`src/rtl/ps2_byte_rx_if.sv`:
```
// Receiver output bundle for ps2_byte_rx: decoded byte plus valid/error strobes and busy.
interface ps2_byte_rx_if;
    logic [7:0] data;
    logic       valid;
    logic       error;
    logic       busy;

    modport master (output data, output valid, output error, output busy);
    modport slave  (input  data, input  valid, input  error, input  busy);
endinterface

```
`src/rtl/ps2_byte_rx.sv`:
```
// Device-to-host PS/2 byte receiver: pin synchronisation, clock deglitch, 11-bit frame check.
// Optional PS2_RX_TIMEOUT_EN abandons a partial frame after TIMEOUT_CYCLES idle clocks.
module ps2_byte_rx #(
    parameter int unsigned FILTER_LEN     = 8,
    parameter int unsigned TIMEOUT_CYCLES = 50000
) (
    input  logic          clk,
    input  logic          reset,
    input  logic          ps2_clk,
    input  logic          ps2_data,
    ps2_byte_rx_if.master rx
);

    if (FILTER_LEN < 2 || FILTER_LEN > 16 || TIMEOUT_CYCLES < 2) begin : g_param_check
        $error("ps2_byte_rx: parameter out of range");
    end

    typedef enum logic [1:0] {
        IDLE   = 2'd0,
        SHIFT  = 2'd1,
        PARITY = 2'd2,
        STOP   = 2'd3
    } state_t;

    state_t              state_q, state_d;
    logic [1:0]          clk_sync_q, clk_sync_d;
    logic [1:0]          data_sync_q, data_sync_d;
    logic [FILTER_LEN-1:0] filt_sh_q, filt_sh_d;
    logic                filt_q, filt_d;
    logic [2:0]          bit_cnt_q, bit_cnt_d;
    logic [7:0]          shreg_q, shreg_d;
    logic                parity_q, parity_d;
    logic [7:0]          data_q, data_d;
    logic                valid_q, valid_d;
    logic                error_q, error_d;
    logic                busy_q, busy_d;
    logic                fall_tick_c;
    logic                din_c;
    logic                timeout_c;

    // Two-stage synchronisers and clock deglitch shift register
    always_comb begin
        clk_sync_d  = {clk_sync_q[0], ps2_clk};
        data_sync_d = {data_sync_q[0], ps2_data};
        filt_sh_d   = {filt_sh_q[FILTER_LEN-2:0], clk_sync_q[1]};
        filt_d      = filt_q;
        if (filt_sh_q == '0) begin
            filt_d = 1'b0;
        end else if (filt_sh_q == '1) begin
            filt_d = 1'b1;
        end
    end

    assign fall_tick_c = filt_q & (filt_sh_q == '0);
    assign din_c       = data_sync_q[1];

`ifdef PS2_RX_TIMEOUT_EN
    localparam int unsigned TO_W = (TIMEOUT_CYCLES > 2) ? $clog2(TIMEOUT_CYCLES) : 1;
    localparam logic [TO_W-1:0] TO_MAX = TO_W'(TIMEOUT_CYCLES - 1);

    logic [TO_W-1:0] to_cnt_q, to_cnt_d;

    // Idle-gap counter: restarts on every edge, only runs mid-frame
    always_comb begin
        to_cnt_d = to_cnt_q;
        if (fall_tick_c || state_q == IDLE || timeout_c) begin
            to_cnt_d = '0;
        end else begin
            to_cnt_d = to_cnt_q + TO_W'(1);
        end
    end

    assign timeout_c = (state_q != IDLE) && !fall_tick_c && (to_cnt_q == TO_MAX);

    always_ff @(posedge clk or posedge reset) begin
        if (reset) begin
            to_cnt_q <= '0;
        end else begin
            to_cnt_q <= to_cnt_d;
        end
    end
`else
    assign timeout_c = 1'b0;
`endif

    // FSM state register
    always_ff @(posedge clk or posedge reset) begin
        if (reset) begin
            state_q <= IDLE;
        end else begin
            state_q <= state_d;
        end
    end

    // FSM next state
    always_comb begin
        state_d = state_q;
        if (timeout_c) begin
            state_d = IDLE;
        end else if (fall_tick_c) begin
            case (state_q)
                IDLE:    state_d = din_c ? IDLE : SHIFT;
                SHIFT:   state_d = (bit_cnt_q == 3'd7) ? PARITY : SHIFT;
                PARITY:  state_d = STOP;
                STOP:    state_d = IDLE;
                default: state_d = IDLE;
            endcase
        end
    end

    // FSM outputs and frame datapath
    always_comb begin
        bit_cnt_d = bit_cnt_q;
        shreg_d   = shreg_q;
        parity_d  = parity_q;
        data_d    = data_q;
        valid_d   = 1'b0;
        error_d   = 1'b0;
        busy_d    = (state_d != IDLE);
        if (timeout_c) begin
            error_d = 1'b1;
        end else if (fall_tick_c) begin
            case (state_q)
                IDLE: begin
                    bit_cnt_d = 3'd0;
                end
                SHIFT: begin
                    shreg_d[bit_cnt_q] = din_c;
                    bit_cnt_d          = bit_cnt_q + 3'd1;
                end
                PARITY: begin
                    parity_d = din_c;
                end
                STOP: begin
                    // Odd parity over data plus parity bit, and stop must be high
                    if (din_c && (^{shreg_q, parity_q})) begin
                        data_d  = shreg_q;
                        valid_d = 1'b1;
                    end else begin
                        error_d = 1'b1;
                    end
                end
                default: ;
            endcase
        end
    end

    always_ff @(posedge clk or posedge reset) begin
        if (reset) begin
            clk_sync_q  <= 2'b11;
            data_sync_q <= 2'b11;
            filt_sh_q   <= '1;
            filt_q      <= 1'b1;
            bit_cnt_q   <= 3'd0;
            shreg_q     <= 8'h00;
            parity_q    <= 1'b0;
            data_q      <= 8'h00;
            valid_q     <= 1'b0;
            error_q     <= 1'b0;
            busy_q      <= 1'b0;
        end else begin
            clk_sync_q  <= clk_sync_d;
            data_sync_q <= data_sync_d;
            filt_sh_q   <= filt_sh_d;
            filt_q      <= filt_d;
            bit_cnt_q   <= bit_cnt_d;
            shreg_q     <= shreg_d;
            parity_q    <= parity_d;
            data_q      <= data_d;
            valid_q     <= valid_d;
            error_q     <= error_d;
            busy_q      <= busy_d;
        end
    end

    assign rx.data  = data_q;
    assign rx.valid = valid_q;
    assign rx.error = error_q;
    assign rx.busy  = busy_q;

endmodule

```
`src/flat_wrapper.sv`:
```
// flat-port wrapper written by rule: the top's interface ports become plain ports
module ps2_byte_rx_flat 
#(
    parameter int unsigned FILTER_LEN     = 8,
    parameter int unsigned TIMEOUT_CYCLES = 50000
)
  (clk, reset, ps2_clk, ps2_data, rx_data, rx_valid, rx_error, rx_busy);
  ps2_byte_rx_if rx_i ();
  input  logic clk;
  input  logic reset;
  input  logic ps2_clk;
  input  logic ps2_data;
  output wire logic [$bits(rx_i.data)-1:0] rx_data;
  output wire logic [$bits(rx_i.valid)-1:0] rx_valid;
  output wire logic [$bits(rx_i.error)-1:0] rx_error;
  output wire logic [$bits(rx_i.busy)-1:0] rx_busy;
  assign rx_data = rx_i.data;
  assign rx_valid = rx_i.valid;
  assign rx_error = rx_i.error;
  assign rx_busy = rx_i.busy;
  ps2_byte_rx #(.FILTER_LEN(FILTER_LEN), .TIMEOUT_CYCLES(TIMEOUT_CYCLES)) u_core (.clk(clk), .reset(reset), .ps2_clk(ps2_clk), .ps2_data(ps2_data), .rx(rx_i));
endmodule
```
`config.mk`:
```
export PLATFORM = sky130hd
export DESIGN_NAME = ps2_byte_rx_flat
export DESIGN_NICKNAME = d
export VERILOG_FILES = /design/src/rtl/ps2_byte_rx_if.sv /design/src/rtl/ps2_byte_rx.sv /design/src/flat_wrapper.sv
export SDC_FILE = /design/constraint.sdc
export NUM_CORES = 1
export LEC_CHECK = 0
export ABC_CLOCK_PERIOD_IN_PS = 6000
export CAP_MARGIN = 10
export CORE_MARGIN = 1.5
export CORE_UTILIZATION = 65
export DETAILED_ROUTE_END_ITERATION = 7
export DONT_BUFFER_PORTS = 1
export GPL_TIMING_DRIVEN = 0
export HOLD_SLACK_MARGIN = 0.02
export PLACE_DENSITY = 0.81
export SYNTH_ARGS = -nofsm -noshare
export SYNTH_HDL_FRONTEND = slang
export SYNTH_SLANG_ARGS = --single-unit
export TNS_END_PERCENT = 5
```
`constraint.sdc`:
```
create_clock -name clk -period 6 [get_ports clk]
set_clock_uncertainty 0.05 [all_clocks]
set_input_delay 0.9 -clock clk [delete_from_list [all_inputs] [get_ports clk]]
set_output_delay 0.9 -clock clk [all_outputs]
set_load 0.005 [all_outputs]
```
==> key figures <==
CTS
  • Cts bufs inserted: 5
  • Root buffer cell: clkbuf_4
  • Clk pin slew, worst setup/hold paths: 0.10 ns
  • Bufs on Longest Clock Path: 2
  • Hold buffers post-CTS: 0
  • Clk_lat worst skew: 0.35 ns
  • Setup Fix Bufs, Post-CTS: 0
  • H-tree Lvls: 2
  • Clock tree from TritonCTS: built
  • Clk sink count: 38
  • CTS resizes: 0

Power and ir drop
  • Power density of the placed cells: approximately 240 nW/µm²
  • Combinational group share of total power: 0.025
  • Peak VDD IR: between 0.2 and 0.25 mV
  • Power Internal: 326 µW
  • Pleak: 0.806 nW
  • Clk pwr share: 0.323
  • Net switching power: 88.9 µW
  • Flop pwr share: 0.652
  • Switch share: 0.214

Routing
  • Uppermost routed layer: met4
  • Total Wirelength: 2540 µm
  • ANT nets after route: 0
  • Pre-antenna DRT Iters: 4
  • Vias per Instance: ~6
  • DR DRC count: 0
  • Wirelength per Cell: 16.9 µm
  • WL met2: approximately 1200 µm
  • Met1 WL: 1190 µm
  • Via Count: 903
  • Met3 Routed Length: 116 µm
  • Drt initial violations: 18

GRT
  • Number of global-route vias before repair: around 900
  • Largest net degree at the start of global routing: 22
  • Initial antenna violation count: 0
  • Total grt overflow: 0
  • Gr usage total: 0.228
  • First-pass GRT wire length: about 4300 µm

Placement
  • Placed Cells incl. Taps: 142
  • Routability Congestion: 0.771
  • PortBufs: 0
  • Hpwl dp: approximately 1800 µm

Synth
  • Yosys Warn Count: 0
  • Unique masters post-synth: 28
  • Mapped Area: 1600 µm²
  • Top post-synthesis cells by area: dfrtp_1 (39%), dfstp_2 (21%), mux2_4 (7.5%)
  • Post-Synthesis Cells: 113
  • Leading area contributor after synthesis: dfrtp_1
  • Post-synthesis sequential area ratio: 0.604
  • Asr flop ratio synth: 1.00
  • Ys flop type: dfrtp_1
  • Register bit total from synthesis: 38
  • Mean area per synthesized cell: between 10 and 15 µm²
  • Post-synth top cells: dfrtp_1 (25), dfstp_2 (13), mux2_1 (9), nand2_1 (9), mux2_4 (8)
  • Number of synthesized flops with an enable pin: 0
  • Syn nets: 119
  • Top cell type's share of synthesized area: 0.391
  • Count leader, synth: dfrtp_1

Timing
  • Slew margin rel.: 0.525
  • RSZ-0062 raised after global routing: no
  • Slew @ Worst Pin: around 0.71 ns
  • Min cycle time layout: 2.10 ns
  • Endpoints failing hold: 0
  • Pins Over Slew Limit: 0
  • Max frequency: between 0.4 and 0.5 GHz
  • Final setup violation count: 0
  • Final setup TNS: 0 ns
  • Final period utilization: 0.350

Layout
  • Synth-to-layout area growth: 7.58%
  • Antenna cells: 0
  • Register area: between 900 and 1000 µm²
  • Layout fillers: 136
  • Nets: 127
  • Non-Filler Instances: 150
  • Share of layout cells above drive strength 1: 0.270
  • Multi-input logic area: 614 µm²

Setup path
  • Critical Path Sink Type: flop
  • Worst EP required: 6.18 ns
  • Startpoint types: flop
  • Crit path DAT: 2.28 ns
  • Worst-path fanout max: 8
  • Setup CP Type: flop to flop

Run
  • Max-cap violations: 0

Min path
  • Worst Hold Class: flop to flop

Outcome
  • Outcome: finished clean

Die
  • Initial core utilization: 0.703
  • Die Y: 52.6 µm
  • Core Area: 2280 µm²
  • Rows: 17
  • Die area: roughly 2800 µm²
  • I/O pin cnt: 15
  • Die Wd: roughly 53 µm
## metrics by stage
step / instance area, µm² / worst slack (ns) / utilization / hold WS [ns] / power, mW
6_report: 1720 / 3.90 / 0.756 / 0.310 / 0.415
5_1_grt: 1720 / 3.73 / 0.756 / 0.319 / 0.430
4_1_cts: 1720 / 3.87 / 0.756 / 0.312 / 0.421
3_5_place_dp: 1660 / 3.92 / 0.731 / 0.297 / 0.286
3_3_place_gp: 1640 / 3.91 / 0.719 / 0.295 / 0.283
2_1_floorplan: 1600 / 4.12 / - / 0.295 / 0.281
## sequential cells by signal (all words and copies together) (netlist names), 2 cells and up
| register | count |
|---|---|
| u_core.bit_cnt_q | 3 |
| u_core.clk_sync_q | 2 |
| u_core.data_sync_q | 2 |
| u_core.filt_sh_q | 8 |
| u_core.rx.data | 8 |
| u_core.shreg_q | 8 |
| u_core.state_q | 2 |
## logic make-up after synthesis
kind of cell / share of synthesized area
compound gates: 0.0360
xor+xnor: 0.0516
fa+ha+maj: 0.0156
buf+inv: 0.0117
flops: 0.604
mux: 0.138
simple gates: 0.142
## critical path, cell delays in order, from the launching register on
cell and delay (ns):
dfrtp_1 0.42, xnor2_1 0.20, xnor3_1 0.47, xnor2_2 0.27, nand3_4 0.23, mux2_4 0.35
## cell usage in the layout (no fill, tap or decap), drive strengths merged
cell type and n:
a21oi 1, buf 1, ha 2, dfrtp 25, nand3b 2, nor4 2
nand3 4, o21a 1, xnor3 1, clkbuf 10, o31a 1, inv 3
dfstp 13, xnor2 5, nor2 6, mux2 17, a21o 1, nand4 6
xor2 1, o21ai 4, a211o 1, or2 1, nand4b 2, nor3 3
nand2 9
## path summary, 6_finish.rpt
check	start	to	slack, ns	depth (start not counted)
min in group asynchronous	reset	u_core.rx.busy	0.50	1
min	u_core.clk_sync_q[1]	u_core.filt_sh_q[0]	0.31	0
max in group asynchronous	reset	u_core.rx.data[7]	4.85	2
max reg2reg	u_core.shreg_q[3]	u_core.rx.data[7]	3.90	5
min reg2reg	u_core.clk_sync_q[1]	u_core.filt_sh_q[0]	0.31	0
max	u_core.shreg_q[3]	u_core.rx.data[7]	3.90	5
## cell type report
class / instances / share of cell area
Sequential cell: 38 / 0.562
Multi-Input combinational cell: 70 / 0.357
Clock buffer: 8 / 0.0342
Tap cell: 28 / 0.0203
Timing Repair Buffer: 1 / 0.0160
Inverter: 3 / 0.00654
Buffer: 2 / 0.00436
## per-layer routing
| metal | vias up | global-route usage |
|---|---|---|
| met1 | 454 | 0.303 |
| met3 | 7 | 0.0600 |
| met5 | - | 0 |
| li1 | 416 | - |
| met4 | 0 | 0.145 |
| met2 | 26 | 0.329 |
## power by group through the flow
| stage | Clock (mW) | Combinational (mW) | Sequential [mW] |
|---|---|---|---|
| floorplan | 0 | 0.00652 | 0.274 |
| global placement | 0 | 0.00808 | 0.275 |
| detailed placement | 0 | 0.0108 | 0.275 |
| CTS | 0.140 | 0.0107 | 0.271 |
| global route | 0.147 | 0.0119 | 0.271 |
| finish | 0.134 | 0.0104 | 0.271 |
Note: power is estimated with default switching activity, not from simulation.
